## src/rtl/ram_arbiter_if.sv

```systemverilog
// Bundle of client request/ack signals and RAM-side signals for ram_arbiter.
// Handshake: a client raises reqN with weN/addrN/wdataN stable and keeps it high until ackN pulses for one cycle; it drops or replaces the request on the edge that ends the ack cycle.
interface ram_arbiter_if #(
    parameter int ADDR_W = 10,
    parameter int DATA_W = 10
);
    logic              req0;
    logic              req1;
    logic              we0;
    logic              we1;
    logic [ADDR_W-1:0] addr0;
    logic [ADDR_W-1:0] addr1;
    logic [DATA_W-1:0] wdata0;
    logic [DATA_W-1:0] wdata1;
    logic              ack0;
    logic              ack1;
    logic [DATA_W-1:0] rdata0;
    logic [DATA_W-1:0] rdata1;
    logic              busy;
    logic              ram_we;
    logic [ADDR_W-1:0] ram_addr;
    logic [DATA_W-1:0] ram_wdata;
    logic [DATA_W-1:0] ram_rdata;

    modport slave (
        input  req0, req1, we0, we1, addr0, addr1, wdata0, wdata1, ram_rdata,
        output ack0, ack1, rdata0, rdata1, busy, ram_we, ram_addr, ram_wdata
    );

    modport master (
        output req0, req1, we0, we1, addr0, addr1, wdata0, wdata1, ram_rdata,
        input  ack0, ack1, rdata0, rdata1, busy, ram_we, ram_addr, ram_wdata
    );
endinterface

```

## src/rtl/ram_arbiter.sv

```systemverilog
// Round-robin sequencer sharing one single-port RAM (sync write, registered read
// address, combinational rdata) between two requesters; one op in flight at a time.
module ram_arbiter #(
    parameter int ADDR_W = 10,
    parameter int DATA_W = 10
) (
    input  logic         clk,
    input  logic         rst,
    ram_arbiter_if.slave bus,
    output logic [1:0]   dbg_state
);
    typedef enum logic [1:0] {
        IDLE    = 2'd0,
        ISSUE   = 2'd1,
        CAPTURE = 2'd2,
        ACK     = 2'd3
    } state_t;

    state_t            state;
    state_t            state_n;
    logic              any_req;
    logic              pick;
    logic              grant;
    logic              capture;
    logic              ack_set;
    logic              cur;
    logic              last_grant;
    logic              ack0_q;
    logic              ack1_q;
    logic [DATA_W-1:0] rdata0_q;
    logic [DATA_W-1:0] rdata1_q;
    logic              ram_we_q;
    logic [ADDR_W-1:0] ram_addr_q;
    logic [DATA_W-1:0] ram_wdata_q;

    assign any_req = bus.req0 | bus.req1;
    // On a tie the port that did not win last time goes next.
    assign pick    = (bus.req0 & bus.req1) ? ~last_grant : bus.req1;

    always_ff @(posedge clk) begin
        if (rst) begin
            state <= IDLE;
        end else begin
            state <= state_n;
        end
    end

    always_comb begin
        state_n = state;
        grant   = 1'b0;
        capture = 1'b0;
        ack_set = 1'b0;
        case (state)
            IDLE: begin
                if (any_req) begin
                    grant   = 1'b1;
                    state_n = ISSUE;
                end
            end
            ISSUE: begin
                // ram_we_q holds the latched op type for exactly this cycle.
                ack_set = ram_we_q;
                state_n = ram_we_q ? ACK : CAPTURE;
            end
            CAPTURE: begin
                capture = 1'b1;
                ack_set = 1'b1;
                state_n = ACK;
            end
            ACK: begin
                state_n = IDLE;
            end
            default: begin
                state_n = IDLE;
            end
        endcase
    end

    always_ff @(posedge clk) begin
        if (rst) begin
            cur         <= 1'b0;
            last_grant  <= 1'b1;
            ack0_q      <= 1'b0;
            ack1_q      <= 1'b0;
            rdata0_q    <= '0;
            rdata1_q    <= '0;
            ram_we_q    <= 1'b0;
            ram_addr_q  <= '0;
            ram_wdata_q <= '0;
        end else begin
            ack0_q   <= ack_set & ~cur;
            ack1_q   <= ack_set & cur;
            ram_we_q <= 1'b0;
            if (grant) begin
                cur         <= pick;
                last_grant  <= pick;
                ram_we_q    <= pick ? bus.we1 : bus.we0;
                ram_addr_q  <= pick ? bus.addr1 : bus.addr0;
                ram_wdata_q <= pick ? bus.wdata1 : bus.wdata0;
            end
            if (capture) begin
                if (cur) begin
                    rdata1_q <= bus.ram_rdata;
                end else begin
                    rdata0_q <= bus.ram_rdata;
                end
            end
        end
    end

    assign bus.ack0      = ack0_q;
    assign bus.ack1      = ack1_q;
    assign bus.rdata0    = rdata0_q;
    assign bus.rdata1    = rdata1_q;
    assign bus.busy      = (state != IDLE);
    assign bus.ram_we    = ram_we_q;
    assign bus.ram_addr  = ram_addr_q;
    assign bus.ram_wdata = ram_wdata_q;
    assign dbg_state     = state;
endmodule

```

## src/flat_wrapper.sv

```systemverilog
// flat-port wrapper written by rule: the top's interface ports become plain ports
module ram_arbiter_flat 
#(
    parameter int ADDR_W = 10,
    parameter int DATA_W = 10
)
  (clk, rst, dbg_state, bus_req0, bus_req1, bus_we0, bus_we1, bus_addr0, bus_addr1, bus_wdata0, bus_wdata1, bus_ram_rdata, bus_ack0, bus_ack1, bus_rdata0, bus_rdata1, bus_busy, bus_ram_we, bus_ram_addr, bus_ram_wdata);
  ram_arbiter_if #(.ADDR_W(ADDR_W), .DATA_W(DATA_W)) bus_i ();
  input  logic clk;
  input  logic rst;
  output logic [1:0] dbg_state;
  input wire logic [$bits(bus_i.req0)-1:0] bus_req0;
  input wire logic [$bits(bus_i.req1)-1:0] bus_req1;
  input wire logic [$bits(bus_i.we0)-1:0] bus_we0;
  input wire logic [$bits(bus_i.we1)-1:0] bus_we1;
  input wire logic [$bits(bus_i.addr0)-1:0] bus_addr0;
  input wire logic [$bits(bus_i.addr1)-1:0] bus_addr1;
  input wire logic [$bits(bus_i.wdata0)-1:0] bus_wdata0;
  input wire logic [$bits(bus_i.wdata1)-1:0] bus_wdata1;
  input wire logic [$bits(bus_i.ram_rdata)-1:0] bus_ram_rdata;
  output wire logic [$bits(bus_i.ack0)-1:0] bus_ack0;
  output wire logic [$bits(bus_i.ack1)-1:0] bus_ack1;
  output wire logic [$bits(bus_i.rdata0)-1:0] bus_rdata0;
  output wire logic [$bits(bus_i.rdata1)-1:0] bus_rdata1;
  output wire logic [$bits(bus_i.busy)-1:0] bus_busy;
  output wire logic [$bits(bus_i.ram_we)-1:0] bus_ram_we;
  output wire logic [$bits(bus_i.ram_addr)-1:0] bus_ram_addr;
  output wire logic [$bits(bus_i.ram_wdata)-1:0] bus_ram_wdata;
  assign bus_i.req0 = bus_req0;
  assign bus_i.req1 = bus_req1;
  assign bus_i.we0 = bus_we0;
  assign bus_i.we1 = bus_we1;
  assign bus_i.addr0 = bus_addr0;
  assign bus_i.addr1 = bus_addr1;
  assign bus_i.wdata0 = bus_wdata0;
  assign bus_i.wdata1 = bus_wdata1;
  assign bus_i.ram_rdata = bus_ram_rdata;
  assign bus_ack0 = bus_i.ack0;
  assign bus_ack1 = bus_i.ack1;
  assign bus_rdata0 = bus_i.rdata0;
  assign bus_rdata1 = bus_i.rdata1;
  assign bus_busy = bus_i.busy;
  assign bus_ram_we = bus_i.ram_we;
  assign bus_ram_addr = bus_i.ram_addr;
  assign bus_ram_wdata = bus_i.ram_wdata;
  ram_arbiter #(.ADDR_W(ADDR_W), .DATA_W(DATA_W)) u_core (.clk(clk), .rst(rst), .bus(bus_i), .dbg_state(dbg_state));
endmodule
```

## config.mk

```make
export PLATFORM = sky130hd
export DESIGN_NAME = ram_arbiter_flat
export DESIGN_NICKNAME = d
export VERILOG_FILES = /design/src/rtl/ram_arbiter_if.sv /design/src/rtl/ram_arbiter.sv /design/src/flat_wrapper.sv
export SDC_FILE = /design/constraint.sdc
export NUM_CORES = 1
export LEC_CHECK = 0
export CELL_PAD_IN_SITES_DETAIL_PLACEMENT = 1
export CELL_PAD_IN_SITES_GLOBAL_PLACEMENT = 2
export CORE_MARGIN = 2
export CORE_UTILIZATION = 23
export DETAILED_ROUTE_END_ITERATION = 6
export PLACE_DENSITY = 0.93
export SETUP_SLACK_MARGIN = 0.4
export SYNTH_ARGS = -nofsm -noshare
export SYNTH_HDL_FRONTEND = slang
export SYNTH_SLANG_ARGS = --single-unit
```

## constraint.sdc

```tcl
create_clock -name clk -period 2.91 [get_ports clk]
set_clock_uncertainty 0.1 [all_clocks]
set_input_delay 0.4365 -clock clk [delete_from_list [all_inputs] [get_ports clk]]
set_output_delay 0.4365 -clock clk [all_outputs]
set_load 0.02 [all_outputs]
```

Word-level counts from Yosys, hierarchy flattened
Cells that the tools add are included.
{"block": "op_classes", "n_addsub": 0, "multipliers": 0, "n_div": 0, "order_cmp": 0, "eq_ne": 4, "shifts": 0, "mux": 11, "n_bitwise": 7, "n_reduce_logical": 5}
{"operator": "$mux W10", "n": 2}
{"operator": "$pmux W2 S4", "n": 1}
{"operator": "$mux W1", "n": 6}
{"operator": "$eq A2 B2 Y1 const B", "n": 2}
{"operator": "$reduce_and A2 Y1", "n": 2}
{"operator": "$and A1 B1 Y1", "n": 3}
{"operator": "$not A1 Y1", "n": 3}
{"operator": "$eq A2 B1 Y1 const B", "n": 1}
{"operator": "$logic_not A2 Y1", "n": 1}
{"operator": "$mux W2", "n": 1}
{"operator": "$ne A2 B1 Y1 const B", "n": 1}
{"operator": "$pmux W1 S2", "n": 1}
{"operator": "$reduce_bool A2 Y1", "n": 1}
{"operator": "$reduce_or A2 Y1", "n": 1}
{"operator": "$or A1 B1 Y1", "n": 1}
{"block": "totals", "reg_bits": 47, "latch_bits": 0, "mem_bits_rw": 0, "romBits": 0, "inputBits": 56, "output_inout_bits": 46, "elab_cells": 37, "mem_count": 0}

Longest topological paths before layout
{"block": "logic_depth", "depth_word": 5, "mapped_depth": 6, "depth_no_buf": 5}

Least setup slack after synthesis
Ideal clock, no wire load.
{"block": "synth_timing", "kind": "reg2reg", "start": "reg u_core.state[0], in the netlist u_core.dbg_state[0]", "end": "reg u_core.ram_addr_q[5], in the netlist u_core.bus.ram_addr[5]", "setup_ps": 81, "arrival_time_ps": 1437, "required_time_ps": 2729, "path_slack_ps": 1292, "path_stages_with_launch": 7, "n_path_buf": 1, "synth_period_minus_slack_ps": 1618, "path_cell_list": "dfxtp_1 > inv_1 > ha_1 > o21ai_1 > buf_2 > a21oi_1 > a211oi_2"}
{"block": "synth_via", "elab_chain_cells": 2}
{"item": "from (decl)", "line": "ram_arbiter.sv:19", "text": "state_t state;"}
{"item": "from (signal assigned)", "line": "ram_arbiter.sv:44", "text": "state <= state_n;"}
{"item": "$logic_not A2 Y1", "line": "ram_arbiter.sv:53", "text": "case (state)"}
{"item": "$mux W1", "line": "ram_arbiter.sv:53"}
{"item": "to (signal assigned)", "line": "ram_arbiter.sv:98", "text": "ram_addr_q <= pick ? bus.addr1 : bus.addr0;"}
{"item": "to (decl)", "line": "ram_arbiter.sv:33", "text": "logic [ADDR_W-1:0] ram_addr_q;"}
No other way between the ends.
A chain may end at the register's enable or synchronous reset.

Worst setup path in the final report
{"block": "layout_timing", "start": "reg u_core.state[0], in the netlist u_core.dbg_state[0]", "end": "out bus_busy"}
{"block": "layout_via", "elab_chain_cells": 1}
{"item": "$reduce_bool A2 Y1", "line": "ram_arbiter.sv:115", "text": "assign bus.busy = (state != IDLE);"}
{"item": "to (decl)", "line": "flat_wrapper.sv:25", "text": "output wire logic [$bits(bus_i.busy)-1:0] bus_busy;"}
No other way between the ends.

==> results.tsv <==
stage	metric	value	unit
drt	dr.first_iter.drc_count	46	
grt	grt_pass1_vias	2155	
grt	grt_antenna_before_repair	0	
clocking	cts_tree	done	
floorplan	core_area	8300	um2
synth	ys.flop_type	dfxtp_1	
timing	drv_slew	0	
synth	synth_area_leaders	dfxtp_1 47%, a211oi_2 12%, nand2_1 11%	
timing	hold_viol	0	
drt	routedWlPerCell	14.4	um
grt	grt_overflow	0	
drt	viasPerCell	4.52	
synth	postSynthAreaPerCell	8.56	um2
power_and_ir_drop	power_frac_comb	0.473	
finish	area_growth_syn_to_layout	60.5	%
power_and_ir_drop	switching_power	1010	uW
timing	timing.fmax	432	MHz
floorplan	design.die.area	9430	um2
worst_setup_path	cp.arrival	1.78	ns
floorplan	rows	33	
power_and_ir_drop	peakVddDrop	0.000292	V
worst_setup_path	crit_top_cell	inv_1	
synth	syn_inst	233	
synth	yosysSeqAreaShare	0.472	
timing	final.min_clock_period	2.31	ns
worst_setup_path	cp_slowest_stage_delay	0.60	ns
timing	tns	0	ns
min_path	holdPathStages	2	
worst_setup_path	critical_path_depth	4	
floorplan	die_x	97.1	um
finish	stdcell_count	435	
timing	rsz0062_at_grt	no	
clocking	clkTransAtPathRegs	0.10	ns
synth	synth_edf_count	0	
power_and_ir_drop	p_seq_frac	0.340	
power_and_ir_drop	p_per_area	817	nW/um2
placed_design	portBuffers	101	
synth	ys_ff_latch	47	
floorplan	die_h	97.1	um
worst_setup_path	cp.required	2.37	ns
worst_setup_path	worstSetupEndpointType	output port	
finish	final_cell_area	3200	um2
drt	wl	6270	um
min_path	hold_path.class	reg -> reg	
finish	multi_input_area	966	um2
placed_design	dpl_cell_area	3090	um2
grt	grt_start_max_net_pins	23	
clocking	cts_buffers	5	
finish	fin_nets	389	
floorplan	io_pins	102	
synth	post-synth-top-area-fraction	0.472	
placed_design	placed_cells	427	
drt	vias	1966	
clocking	clk_latency	0.30	ns
run	maxCapViolCount	0	
clocking	cts_resized	0	
finish	fill_cells	986	
timing	fin_crit_sh	0.795	
timing	slew_headroom	0.483	
worst_setup_path	crit_buf_inv	3	
worst_setup_path	cp_slowest_cell	clkdlybuf4s50_1	
clocking	root_buffer	clkbuf_8	
clocking	post-cts-setup-buffers	0	
floorplan	start_util	0.240	
drt	drt-pass1-iter-count	4	
synth	ys_types	27	
finish	utilization	0.386	
worst_setup_path	worstSetupStartpointType	flip-flop	
drt	ant_nets	0	
placed_design	place_congestion	0.741	
power_and_ir_drop	swShare	0.386	
power_and_ir_drop	p_leak	0.00116	uW
power_and_ir_drop	clkPwrFrac	0.187	
worst_setup_path	path_class	reg -> out	
outcome	status	completed	
power_and_ir_drop	p_int	1610	uW
drt	drc	0	
finish	seqCellArea	941	um2
finish	drive_gt1_frac	0.112	
synth	synth_top_area_cell	dfxtp_1	
synth	synth_nets	293	
synth	synth_area	1990	um2
synth	async_reset_ff_frac	0	
clocking	clock_tree.buffer_depth	2	
placed_design	dp_hpwl	4720	um
timing	worst_pin_slew	0.776	ns
grt	grt_pass1_wl	10500	um
timing	setup_viol	0	
clocking	ctsHoldBuffers	0	
worst_setup_path	path_delay_family	buffers and inverters	
synth	yosys_warnings	0	
clocking	cts_sinks	47	
worst_setup_path	path_cells	inv_1 > ha_1 > inv_1 > clkdlybuf4s50_1	
grt	grt.total_usage	0.134	
worst_setup_path	crit_fanout	7	
finish	num_antenna_cells	0	
worst_setup_path	reg2reg_depth	5	
clocking	htreeDepth	2	
[cell usage after synthesis, drive strengths merged, types with 2 or more instances]
| library cell | instances |
|---|---|
| nor3 | 2 |
| a21oi | 41 |
| nor2 | 22 |
| a211oi | 21 |
| ha | 4 |
| mux2i | 2 |
| buf | 10 |
| clkbuf | 6 |
| inv | 3 |
| nand2 | 61 |
| dfxtp | 47 |
[per-layer routing]
| metal | wire [um] | GRT usage | up-vias |
|---|---|---|---|
| li1 | - | - | 983 |
| met1 | 2830 | 0.165 | 924 |
| met2 | 3090 | 0.235 | 53 |
| met3 | 270 | 0.0324 | 6 |
| met4 | 80 | 0.0347 | 0 |
| met5 | 0 | 0 | - |
[per-stage QoR]
stage                     power (uW)  hold WS (ns)  worst slack [ns]
after floorplan                 1630         0.384              1.29
after global placement          2120         0.342             0.725
after detailed placement        2160         0.351             0.606
after CTS                       2660         0.366             0.567
after global routing            2800         0.380             0.491
final                           2620         0.362             0.597
[final timing paths]
path / startpoint / endpoint / slack (ns)
worst max register to register: u_core.dbg_state[0]$_SDFFE_PP0P_ / u_core.bus.ram_addr[8]$_SDFFE_PP0P_ / 0.84
worst min-delay path: u_core.bus.rdata0[8]$_SDFFE_PP0P_ / u_core.bus.rdata0[8]$_SDFFE_PP0P_ / 0.36
worst max-delay path: u_core.dbg_state[0]$_SDFFE_PP0P_ / bus_busy / 0.60
worst min register to register: u_core.bus.rdata0[8]$_SDFFE_PP0P_ / u_core.bus.rdata0[8]$_SDFFE_PP0P_ / 0.36
[final cells by class]
| type | count | area share |
|---|---|---|
| multi-input cells | 167 | 0.302 |
| clock inverters | 3 | 0.0145 |
| repair buffers | 105 | 0.324 |
| well taps | 105 | 0.0410 |
| flip-flops and latches | 47 | 0.294 |
| inverters | 3 | 0.00352 |
| clock buffers | 5 | 0.0215 |
[flip-flops by register name, indices dropped and copies added, names as in the netlist]
register              cells
u_core.cur                1
u_core.bus.ram_wdata     10
u_core.bus.ack1           1
u_core.dbg_state          2
u_core.last_grant         1
u_core.bus.ram_we         1
u_core.bus.ack0           1
u_core.bus.ram_addr      10
u_core.bus.rdata0        10
u_core.bus.rdata1        10
[power groups by stage]
stage | Sequential, uW | Clock, uW | Combinational (uW)
6_report | 888 | 490 | 1240
5_1_grt | 907 | 537 | 1350
3_5_place_dp | 901 | 0 | 1250
3_3_place_gp | 900 | 0 | 1220
2_1_floorplan | 1060 | 0 | 573
4_1_cts | 889 | 510 | 1260
[logic make-up after synthesis]
kind of cell / share of synthesized area
compound gates: 0.257
fa+ha+maj: 0.0251
buf+inv: 0.0458
simple gates: 0.190
mux: 0.0100
flops: 0.472
[worst min-delay path: stages, from the launching register on]
cell	delay, ns
dfxtp_1	0.32
nand2_1	0.05
a21oi_1	0.05
[layout by cell type (no fill, tap or decap), drive strengths merged]
cell type      netlist  routed
clkdlybuf4s50        0     100
nand2               61      61
dfxtp               47      47
a21oi               41      41
nor2                22      22
a211oi              21      21
clkbuf               6       5
buf                 10       5
ha                   4       4
inv                  3       4
nor3                 2       2
mux2i                2       2
a21bo                1       1
a21boi               1       1
o21ai                1       1
o21a                 1       1
a21o                 1       1
and4b                1       1
nor4bb               1       1
a31oi                1       1
or2                  1       1
a22oi                1       1
nor3b                1       1
and2                 1       1
nor2b                1       1
nand2b               1       1
bufinv               0       1
clkinvlp             0       1
No activity file was read; power rests on OpenSTA's default activity.
